--- src/rtl/vpu_req_arbiter.sv ---
// Round-robin arbiter sharing one registered VPU request slot among NUM_REQ requesters, tagging each issue with its source ID.
// Optional per-requester saturating grant counters are built when VPU_ARB_STAT_EN is defined.
module vpu_req_arbiter #(
  parameter int unsigned NUM_REQ             = 4,
  parameter type         vpu_h2d_req_instr_t = logic [31:0],
  parameter int unsigned INSTR_W             = $bits(vpu_h2d_req_instr_t),
  parameter int unsigned ID_W                = $clog2(NUM_REQ)
) (
  input  logic                       clk,
  input  logic                       rst_n,
  input  logic [NUM_REQ-1:0]         i_req_valid,
  input  logic [NUM_REQ*INSTR_W-1:0] i_req_instr,
  output logic [NUM_REQ-1:0]         o_req_ready,
  output logic                       o_vpu_valid,
  output logic [INSTR_W-1:0]         o_vpu_instr,
  output logic [ID_W-1:0]            o_vpu_src_id,
  input  logic                       i_vpu_ready,
  input  logic [ID_W-1:0]            i_stat_sel,
  output logic [15:0]                o_stat_cnt
);

  typedef enum logic {ST_EMPTY, ST_FULL} state_t;

  state_t             r_state;
  state_t             w_state_nxt;
  logic [ID_W-1:0]    r_rr_ptr;
  logic [ID_W-1:0]    r_src_id;
  logic [INSTR_W-1:0] r_instr;
  logic [ID_W-1:0]    w_win;
  logic               w_found;
  logic               w_load;
  int unsigned        w_win_lsb;

  // (base + off) mod NUM_REQ, both operands already below NUM_REQ
  function automatic logic [ID_W-1:0] wrap_add(input logic [ID_W-1:0] base, input int unsigned off);
    int unsigned sum;
    sum = 32'(base) + off;
    if (sum >= NUM_REQ) sum = sum - NUM_REQ;
    return ID_W'(sum);
  endfunction

  // First valid requester at or after the round-robin pointer
  always_comb begin
    w_found = 1'b0;
    w_win   = r_rr_ptr;
    for (int unsigned k = 0; k < NUM_REQ; k++) begin
      if (!w_found && i_req_valid[wrap_add(r_rr_ptr, k)]) begin
        w_found = 1'b1;
        w_win   = wrap_add(r_rr_ptr, k);
      end
    end
  end

  // No grant while reset is held: the slot is about to be cleared and the grant would be lost
  always_comb begin
    w_state_nxt = r_state;
    w_load      = 1'b0;
    o_req_ready = '0;
    if (rst_n) begin
      case (r_state)
        ST_EMPTY: begin
          if (w_found) begin
            w_load      = 1'b1;
            w_state_nxt = ST_FULL;
          end
        end
        ST_FULL: begin
          if (i_vpu_ready) begin
            w_load      = w_found;
            w_state_nxt = w_found ? ST_FULL : ST_EMPTY;
          end
        end
      endcase
    end
    if (w_load) o_req_ready[w_win] = 1'b1;
  end

  always_ff @(posedge clk) begin
    if (!rst_n) r_state <= ST_EMPTY;
    else        r_state <= w_state_nxt;
  end

  assign w_win_lsb = 32'(w_win) * INSTR_W;

  always_ff @(posedge clk) begin
    if (!rst_n) begin
      r_instr  <= '0;
      r_src_id <= '0;
      r_rr_ptr <= '0;
    end else if (w_load) begin
      r_instr  <= i_req_instr[w_win_lsb +: INSTR_W];
      r_src_id <= w_win;
      r_rr_ptr <= wrap_add(w_win, 1);
    end
  end

  assign o_vpu_valid  = (r_state == ST_FULL);
  assign o_vpu_instr  = r_instr;
  assign o_vpu_src_id = r_src_id;

`ifdef VPU_ARB_STAT_EN
  logic [15:0] r_grant_cnt [NUM_REQ];

  // Saturating grant counters, one per requester
  always_ff @(posedge clk) begin
    if (!rst_n) begin
      for (int unsigned i = 0; i < NUM_REQ; i++) r_grant_cnt[i] <= '0;
    end else if (w_load && (r_grant_cnt[w_win] != 16'hFFFF)) begin
      r_grant_cnt[w_win] <= r_grant_cnt[w_win] + 16'd1;
    end
  end

  always_comb begin
    o_stat_cnt = '0;
    if (32'(i_stat_sel) < NUM_REQ) o_stat_cnt = r_grant_cnt[i_stat_sel];
  end
`else
  logic w_stat_sel_unused;

  assign w_stat_sel_unused = ^i_stat_sel;
  assign o_stat_cnt        = '0;
`endif

endmodule

--- config.mk ---
export PLATFORM = sky130hd
export DESIGN_NAME = vpu_req_arbiter
export DESIGN_NICKNAME = d
export VERILOG_FILES = /design/src/rtl/vpu_req_arbiter.sv
export SDC_FILE = /design/constraint.sdc
export NUM_CORES = 1
export LEC_CHECK = 0
export ABC_AREA = 1
export CAP_MARGIN = 20
export CORE_MARGIN = 3
export CORE_UTILIZATION = 38
export CTS_CLUSTER_DIAMETER = 80
export DETAILED_ROUTE_END_ITERATION = 7
export PLACE_DENSITY = 0.8
export SYNTH_ARGS = -nofsm -noshare
export SYNTH_HDL_FRONTEND = slang
export SYNTH_SLANG_ARGS = --single-unit
--- constraint.sdc ---
create_clock -name clk -period 2.3 [get_ports clk]
set_input_delay 0.345 -clock clk [delete_from_list [all_inputs] [get_ports clk]]
set_output_delay 0.345 -clock clk [all_outputs]
set_load 0.005 [all_outputs]
* Yosys cells after proc, flatten, opt, wreduce, memory -nomap -nowiden
Index checks and enable logic that the tools add are counted.
** Storage, ports and cells
- Output and inout port bits :: 55
- Bits of input ports :: 137
- Logic and storage cells :: 63
- Bits in registers :: 37
** Cells by class
- Reductions and logical operators :: 7
- Bitwise logic cells :: 1
- Multiplexer cells :: 30
- $lt $le $gt $ge :: 11
- Add/subtract/negate cells :: 9
- Shifts and indexed selects :: 1
** Operator list (count)
- 128-bit by 8-bit indexed part select with 32-bit output :: 1
- 2-bit 2-to-1 mux :: 9
- 2-bit by 3-bit < comparator with 1-bit output (second input constant) :: 5
- 1-bit 2-to-1 mux :: 13
- 3-bit >= comparator (second input constant) :: 4
- 2-bit by 1-bit subtractor with 2-bit output (second input constant) :: 5
- 1-bit binary-select mux with 2-bit select :: 4
- 2-bit by 1-bit adder with 3-bit output (second input constant) :: 2
- 2-bit by 2-bit adder with 3-bit output (second input constant) :: 2
- 1-bit logical AND :: 4
- 4-bit 2-to-1 mux :: 1
- 1-bit one-hot mux with 2 select lines :: 2
- 2-bit by 3-bit >= comparator with 1-bit output (second input constant) :: 1
- 1-bit zero test :: 3
- 1-bit demux with 2-bit select :: 1
- 2-bit by 1-bit >= comparator with 1-bit output (second input constant) :: 1
- 1-bit NOT :: 1

* Depth between registers and ports, before layout
Gate-level depths: netlist (run 1).
- Depth after elaboration :: 19
- Depth in mapped cells :: 19

* Worst setup path after synthesis (run 1)
No wires, ideal clock.
- Kind :: reg-to-output
- Start point :: register r_rr_ptr[0]
- End point :: output o_req_ready[2]
- Cell stages (with the launch flop) :: 16
- Buffers on the path :: 2
- Slack :: 0.113 ns
- Arrival time :: 1.842 ns
- Cells stage by stage :: dfxtp_1 -> inv_2 -> buf_2 -> nand2_1 -> nand2_2 -> nand2_2 -> nand2_4 -> nor2_8 -> nand4_4 -> nand2_1 -> nand2_1 -> nand2_1 -> buf_2 -> ha_1 -> inv_1 -> nor2_1
** Between the ends
- Longest elaborated chain between the ends :: 19
- Elaborated cells on any way between the ends :: 47
- Those cells by class :: 7 x add/sub; 6 x order compare; 27 x mux; 7 x reduce/logical
** RTL lines
- from (decl) :: RTL line 26 : logic [ID_W-1:0] r_rr_ptr;
- from (signal assigned) :: RTL line 93 : r_rr_ptr <= wrap_add(w_win, 1);
- parallel branches: the longest is 13 deep, another holds 2-bit by 1-bit adder with 3-bit output
- 2-bit 2-to-1 mux * :: RTL line 47 : if (!w_found && i_req_valid[wrap_add(r_rr_ptr, k)]) begin
- via w_win[1] :: RTL line 29 : logic [ID_W-1:0] w_win;
- 2-bit by 3-bit < comparator with 1-bit output (not written as such) / 2-bit by 1-bit >= comparator with 1-bit output (equally long branches) :: RTL line 75 : if (w_load) o_req_ready[w_win] = 1'b1;
- 1-bit logical AND (not written as such) :: RTL line 75
- 1-bit 2-to-1 mux (not written as such) :: RTL line 75
- 1-bit demux with 2-bit select * :: RTL line 75
- 4-bit 2-to-1 mux * :: RTL line 75
- to (decl) :: RTL line 13 : output logic [NUM_REQ-1:0] o_req_ready,
Mark *: on every way through the listed nets, which the timed path passes. The select of a mux whose other input is x is not followed.

* Final worst setup path (run 1)
- Start point :: register r_rr_ptr[0]
- End point :: output o_req_ready[2]
** Between the ends
- Longest elaborated chain between the ends :: 19
- Elaborated cells on any way between the ends :: 47
- Those cells by class :: 7 x add/sub; 6 x order compare; 27 x mux; 7 x reduce/logical
** RTL lines (RTL line)
- parallel branches: the longest is 18 deep, another holds 2-bit by 1-bit adder with 3-bit output
- 4-bit 2-to-1 mux * :: 75
Every way passes the cells marked *. The select of a mux whose other input is x is not followed.

==> run metrics, run 1 <==
Max Slew Vio Count 0; Buf/Inv on CP 5; Layout Nets 921; most common library cells after synthesis nand2_1, nand3_1, nor2_1, dfxtp_1, inv_1; Worst setup SP type register; gr usage total 0.245; CTS clk-pin slew, worst paths 70 ps; initial antenna violation count 0; CTS Root Cell clkbuf_8; met3 usage 0.0510; syn_area_per_cell 5.34 um^2; failing checks negative setup slack; sequential area share after synthesis 0.233; combinational family with the most area after synthesis simple AND/OR/NAND/NOR gates; Core Util, Final 0.688; r2r setup slk -40 ps; Yosys top cell by area nand2_1; Slew HR 0.657; cell area after layout 5450 um^2; post-route ant nets 0; core area 7930 um^2; Final Hold Vio Count 0; RD Place Congestion 0.913; Die W 97.5 um; Post-Route WL 12600 um; Rows 32; setup violators final 20; Yosys cell types 22; Vias 4343; drt wl/cell 14.3 um; Mapped Cells 596; CTS sink count 37; largest net degree at the start of global routing 52; Reg power frac 0.124; CTS Hold Buffers Added 0; CP max stage delay 410 ps; Least-Margin Pin Slew 514 ps; TritonCTS buffer count 5; Req. time, crit path 1960 ps; Final Power 9070 uW; Final min period 2600 ps; Synth top area share 0.398; Max VDD drop 0.901 mV; first-pass GRT wire length 19400 um; Placed Area 4960 um^2; share of cells above drive strength 1 0.138; Static Leak 0.00273 uW; Die Ht 97.5 um; FFs w/ async S/R, synth 0; most numerous cell in the Yosys netlist nand2_1; status finished, violations left; vias in the first global route 4160; worst-skew pair later-pin latency 290 ps; NetSw 4850 uW; met1 Use GR 0.270; drt pass-1 iters 4; H-Tree Depth 2; filler cell count 664; Synth Cell Area 3180 um^2; HPWL Detailed 8340 um; RSZ-0062 raised after global routing true; Seq cells post-synth 37; area delta synth->final 71.2%; Synth Area in XOR/XNOR 0; Max Cap Violations 0; clk_skew 7.79 ps; final period utilization 1.13; CP Class register to output pin; I/O Pins 192; adder-cell share of the synthesized area 0.0157; complex-gate fraction of the synthesized area 0.0389; Die ar. 9510 um^2; DR vias/cell 4.92; Switching Share 0.535; Final Worst Setup Slack -301 ps; clock network power share 0.055; GR peak layer met2; Crit Path Max Fanout 4; Slowest cell on crit path dfxtp_4; Post-synth top flop dfxtp_1; Congestion Overflow GR 0; family with the most delay on the worst path simple AND/OR/NAND/NOR gates; Area contributors post-synth nand2_1, dfxtp_1, nand3_1, nor2_1, buf_4; Warnings, synthesis 0; Worst setup EP type output pin; IO Port Bufs 173; Initial Utilization 0.402; mux cell area share after synthesis 0; Int Power 4220 uW; Setup WS pre-CTS -564 ps; Synth Area in Simple Gates 0.571; ant diodes 0; first-iteration detailed-routing DRC count 149; Crit path arrival time 2260 ps; PwrDens 1660 nW/um^2; combinational share of power 0.820; Post-synth EDFFs 0; DRC 0; CTS max path bufs 2; CTS tree built; fmax 384 MHz; hold crit path type register to register; CP Cell Sequence buf_6 > nand2_4 > nand2_8 > buf_4 > nand2_1 > nand2_1 > nand3_1 > nand2_1 > inv_2 > nand2_4 > nand3_2 > nand2_4 > ha_4 > inv_2 > nor2_2 > buf_2; M2 GR Usage 0.458
metrics by stage:
step | hold slack (ps) | cells | setup TNS [ps]
floorplan | 455 | 611 | 0
global placement | 451 | 859 | -7440
detailed placement | 457 | 859 | -10500
CTS | 467 | 881 | -495
global route | 486 | 883 | -4630
finish | 465 | 883 | -1360
layout by cell type, fill, tap and decap left out, drive strengths merged:
master         Yosys  routed
nor2              39      39
nand2            345     345
ha                 4       4
o21ai              4       4
inv               32      33
dfxtp             37      37
buf               43      43
nand4              2       2
conb               1      16
clkbuf             8       7
clkdlybuf4s50      0     165
dlygate4sd2        0       4
clkinv             0       1
a21oi             20      20
nand3             61      61
final cells by class:
class,instances,area (um^2),share of cell area
repair buffers,212,2040,0.375
clock inverters,1,5.00,0.000918
multi-input cells,491,2300,0.421
inverters,32,130,0.0239
repair inverters,1,3.75,0.000689
clock buffers,7,96.3,0.0177
flip-flops and latches,37,748,0.137
well taps,102,128,0.0234
worst reg2reg max path: stages (launching register included):
cell and delay [ps]:
dfxtp_4 410, buf_6 130, nand2_4 60, nand2_8 90
buf_4 130, nand2_1 60, nand2_1 70, nand3_1 100
nand2_1 120, inv_2 60, nand2_4 90, nand3_2 100
nand2_4 130, buf_4 360, nand2_1 110, nand2_1 90
nand2_1 50, a21oi_1 130
power groups by stage:
stage,clock network (uW),logic [uW],registers [uW]
2_1_floorplan,0,4250,1110
3_3_place_gp,0,5870,1090
6_report,503,7430,1130
4_1_cts,515,6660,1120
3_5_place_dp,0,6050,1100
5_1_grt,541,8170,1160
flip-flops by register name, summed over array words and instances (netlist names):
register and flops:
o_vpu_valid 1, o_vpu_instr 32, r_rr_ptr 2, o_vpu_src_id 2
final timing paths:
kind,startpoint,to,cells after the start
worst min-delay path,o_vpu_instr[19]$_SDFFE_PN0P_,o_vpu_instr[19]$_SDFFE_PN0P_,2
worst max-delay path,r_rr_ptr[0]$_SDFFE_PN0P_,o_req_ready[2],16
worst max register to register,r_rr_ptr[0]$_SDFFE_PN0P_,o_vpu_instr[20]$_SDFFE_PN0P_,17
worst min register to register,o_vpu_instr[19]$_SDFFE_PN0P_,o_vpu_instr[19]$_SDFFE_PN0P_,2
cells by family after synthesis:
family,after synthesis
AO/OA/AOI/OAI,24
adder cells (fa/ha/maj),4
buffers and inverters,83
flip-flops,37
other,1
AND/OR/NAND/NOR,447
timing repair:
item,CTS,global route
hold endpoints to repair,0,0
gates resized for setup,59,41
cloned,1,0
setup endpoints to repair,10,40
pin swaps,20,20
setup buffers,14,3
layer usage:
metal  up-vias  part of all wire
met3        43             0.072
met2       204              0.52
met4         0             0.036
met1      1940              0.37
li1       2156                 -
met5         -                 0
Power figures use the tool's default switching activity.
==> inputs of run 2 (changes only) <==
--- a/config.mk
+++ b/config.mk
@@ -8,10 +8,12 @@
 export ABC_AREA = 1
 export CAP_MARGIN = 20
 export CORE_MARGIN = 3
-export CORE_UTILIZATION = 38
+export CORE_UTILIZATION = 55
 export CTS_CLUSTER_DIAMETER = 80
 export DETAILED_ROUTE_END_ITERATION = 7
-export PLACE_DENSITY = 0.8
+export DONT_BUFFER_PORTS = 1
+export PLACE_DENSITY = 0.68
+export SKIP_CTS_REPAIR_TIMING = 1
 export SYNTH_ARGS = -nofsm -noshare
 export SYNTH_HDL_FRONTEND = slang
 export SYNTH_SLANG_ARGS = --single-unit
==> run 2 against run 1 <==
  * The flow still finishes with violations (negative setup slack)
  * Total power decreased by 19%
  * Hold slack got worse by 300 ps
  * First-iteration DRC count decreased by 40%
  * Sequential share of layout area increased by 7.4 points
  * Utilization decreased by 4.9 points
  * Clock skew decreased by 0.66 ps
  * Final cell count decreased by 24%
  * Combinational power decreased by 24%
  * Via count decreased by 22%
  * Critical path depth decreased by 3
==> run metrics, run 2 (synthesis results as in run 1) <==
filler cell count 548; share of cells above drive strength 1 0.141; CTS clk-pin slew, worst paths 80 ps; first-pass GRT wire length 12000 um; Die ar. 6740 um^2; drt pass-1 iters 6; CP Cell Sequence buf_6 > nand2_2 > nand2_2 > nand2_4 > nand2_8 > nor2_8 > nand3_4 > nand2_4 > nand2_4 > buf_8 > ha_1 > inv_1 > nor2_2; Min Hold Slack 162 ps; RSZ-0062 raised after global routing true; Crit path arrival time 1990 ps; Least-Margin Pin Slew 787 ps; metal2 WL 4190 um; CTS Root Cell clkbuf_8; Slew HR 0.474; Worst setup SP type register; Rows 27; vias in the first global route 2737; I/O Pins 192; worst-skew pair later-pin latency 290 ps; largest net degree at the start of global routing 52; Final Hold Vio Count 0; Core Util, Final 0.638; Crit Path Max Fanout 5; CP Class register to output pin; Max VDD drop 1.02 mV; max FFs per register 32; Max Cap Violations 0; register area 748 um^2; highest routed layer met4; IO Port Bufs 0; Max Slew Vio Count 0; Worst setup EP type output pin; Congestion Overflow GR 0; first-iteration detailed-routing DRC count 90; Vias 3374; failing checks negative setup slack; final period utilization 1.01; Die W 82.1 um; Slowest cell on crit path dfxtp_4; post-route ant nets 0; CTS sink count 37; Final min period 2330 ps; status finished, violations left; most frequent CP cell nand2_4; Die Ht 82.1 um; drt wl/cell 12.3 um; CTS max path bufs 2; RD Place Congestion 0.911; wl on met1 3140 um; TritonCTS buffer count 5; footprint of the multi-input gates 2220 um^2; PwrDens 2090 nW/um^2; Post-Route WL 8180 um; Final Worst Setup Slack -30.3 ps; hold crit path type input port to register; Layout Nets 736; Static Leak 0.00196 uW; clk_skew 7.14 ps; Setup WS pre-CTS 61.6 ps; most frequent cells in the layout nand2_1, nand3_1, dfxtp_1; DRC 0; initial antenna violation count 0; gr usage total 0.225; area delta synth->final 11.1%; total length of routed met3 wires 757 um; HPWL Detailed 5950 um; fmax 429 MHz; most common cell after layout, fill and taps aside nand2_1; CTS tree built; ant diodes 0; setup violators final 3; Req. time, crit path 1960 ps; DR vias/cell 5.05; core area 5540 um^2; H-Tree Depth 2; Initial Utilization 0.575; CP max stage delay 390 ps
==> run 2: changes by cell type in the layout (fill, tap and decap cells not counted), sizes merged <==
cell | previous run | this run
buf | 43 | 28
clkbuf | 7 | 5
clkdlybuf4s50 | 165 | 0
clkinv | 1 | 3
dlygate4sd2 | 4 | 0
inv | 33 | 32
==> run 2: final cells by class <==
class / count / area share
multi-input cells: 491 / 0.627
flip-flops and latches: 37 / 0.212
repair buffers: 28 / 0.0693
inverters: 32 / 0.0410
well taps: 72 / 0.0255
clock buffers: 5 / 0.0195
clock inverters: 3 / 0.00637
==> run 2: per-layer routing <==
| layer | global-route usage | vias up |
|---|---|---|
| met3 | 0.0683 | 12 |
| met4 | 0.0648 | 0 |
| li1 | - | 1782 |
| met1 | 0.263 | 1448 |
| met5 | 0 | - |
| met2 | 0.395 | 132 |
==> run 2: worst paths after layout <==
kind	endpoint	slack, ps	start	cells after the start
setup / recovery	o_req_ready[0]	-30	r_rr_ptr[0]$_SDFFE_PN0P_	13
hold / removal	o_vpu_valid$_SDFF_PN0_	160	rst_n	2
setup reg to reg	o_vpu_instr[6]$_SDFFE_PN0P_	150	r_rr_ptr[0]$_SDFFE_PN0P_	15
hold reg to reg	o_vpu_instr[19]$_SDFFE_PN0P_	500	o_vpu_instr[19]$_SDFFE_PN0P_	2
==> run 2: through the flow <==
| step | setup TNS, ps | area (um^2) | std cells | total power, uW |
|---|---|---|---|---|
| after global placement | 0 | 3140 | 648 | 6010 |
| after detailed placement | 0 | 3140 | 648 | 6090 |
| after global routing | -818 | 3540 | 668 | 8370 |
| final | -81.7 | 3540 | 668 | 7380 |
| after CTS | -831 | 3230 | 656 | 6580 |
| after floorplan | 0 | 3240 | 611 | 5360 |
==> run 2: critical path, delay by kind of cell, from the launching register on <==
family        cells  cell delay, ps
fa+ha+maj         1             160
buf+inv           3             340
simple gates      9             780
flops             1             390
==> run 2: report_power, final <==
group	internal, uW	total [uW]	switching, uW	leakage, uW
logic	2100	5680	3580	0.00161
clock network	215	458	243	0.0000481
registers	946	1240	291	0.000306
total	3260	7380	4110	0.00196
==> inputs of run 3 (changes only) <==
--- a/config.mk
+++ b/config.mk
@@ -10,6 +10,7 @@
 export CORE_MARGIN = 3
 export CORE_UTILIZATION = 55
 export CTS_CLUSTER_DIAMETER = 80
+export CTS_CLUSTER_SIZE = 24
 export DETAILED_ROUTE_END_ITERATION = 7
 export DONT_BUFFER_PORTS = 1
 export PLACE_DENSITY = 0.68
==> results of run 3 <==
The final DEF is identical to that of run 2; final timing and power are the same.
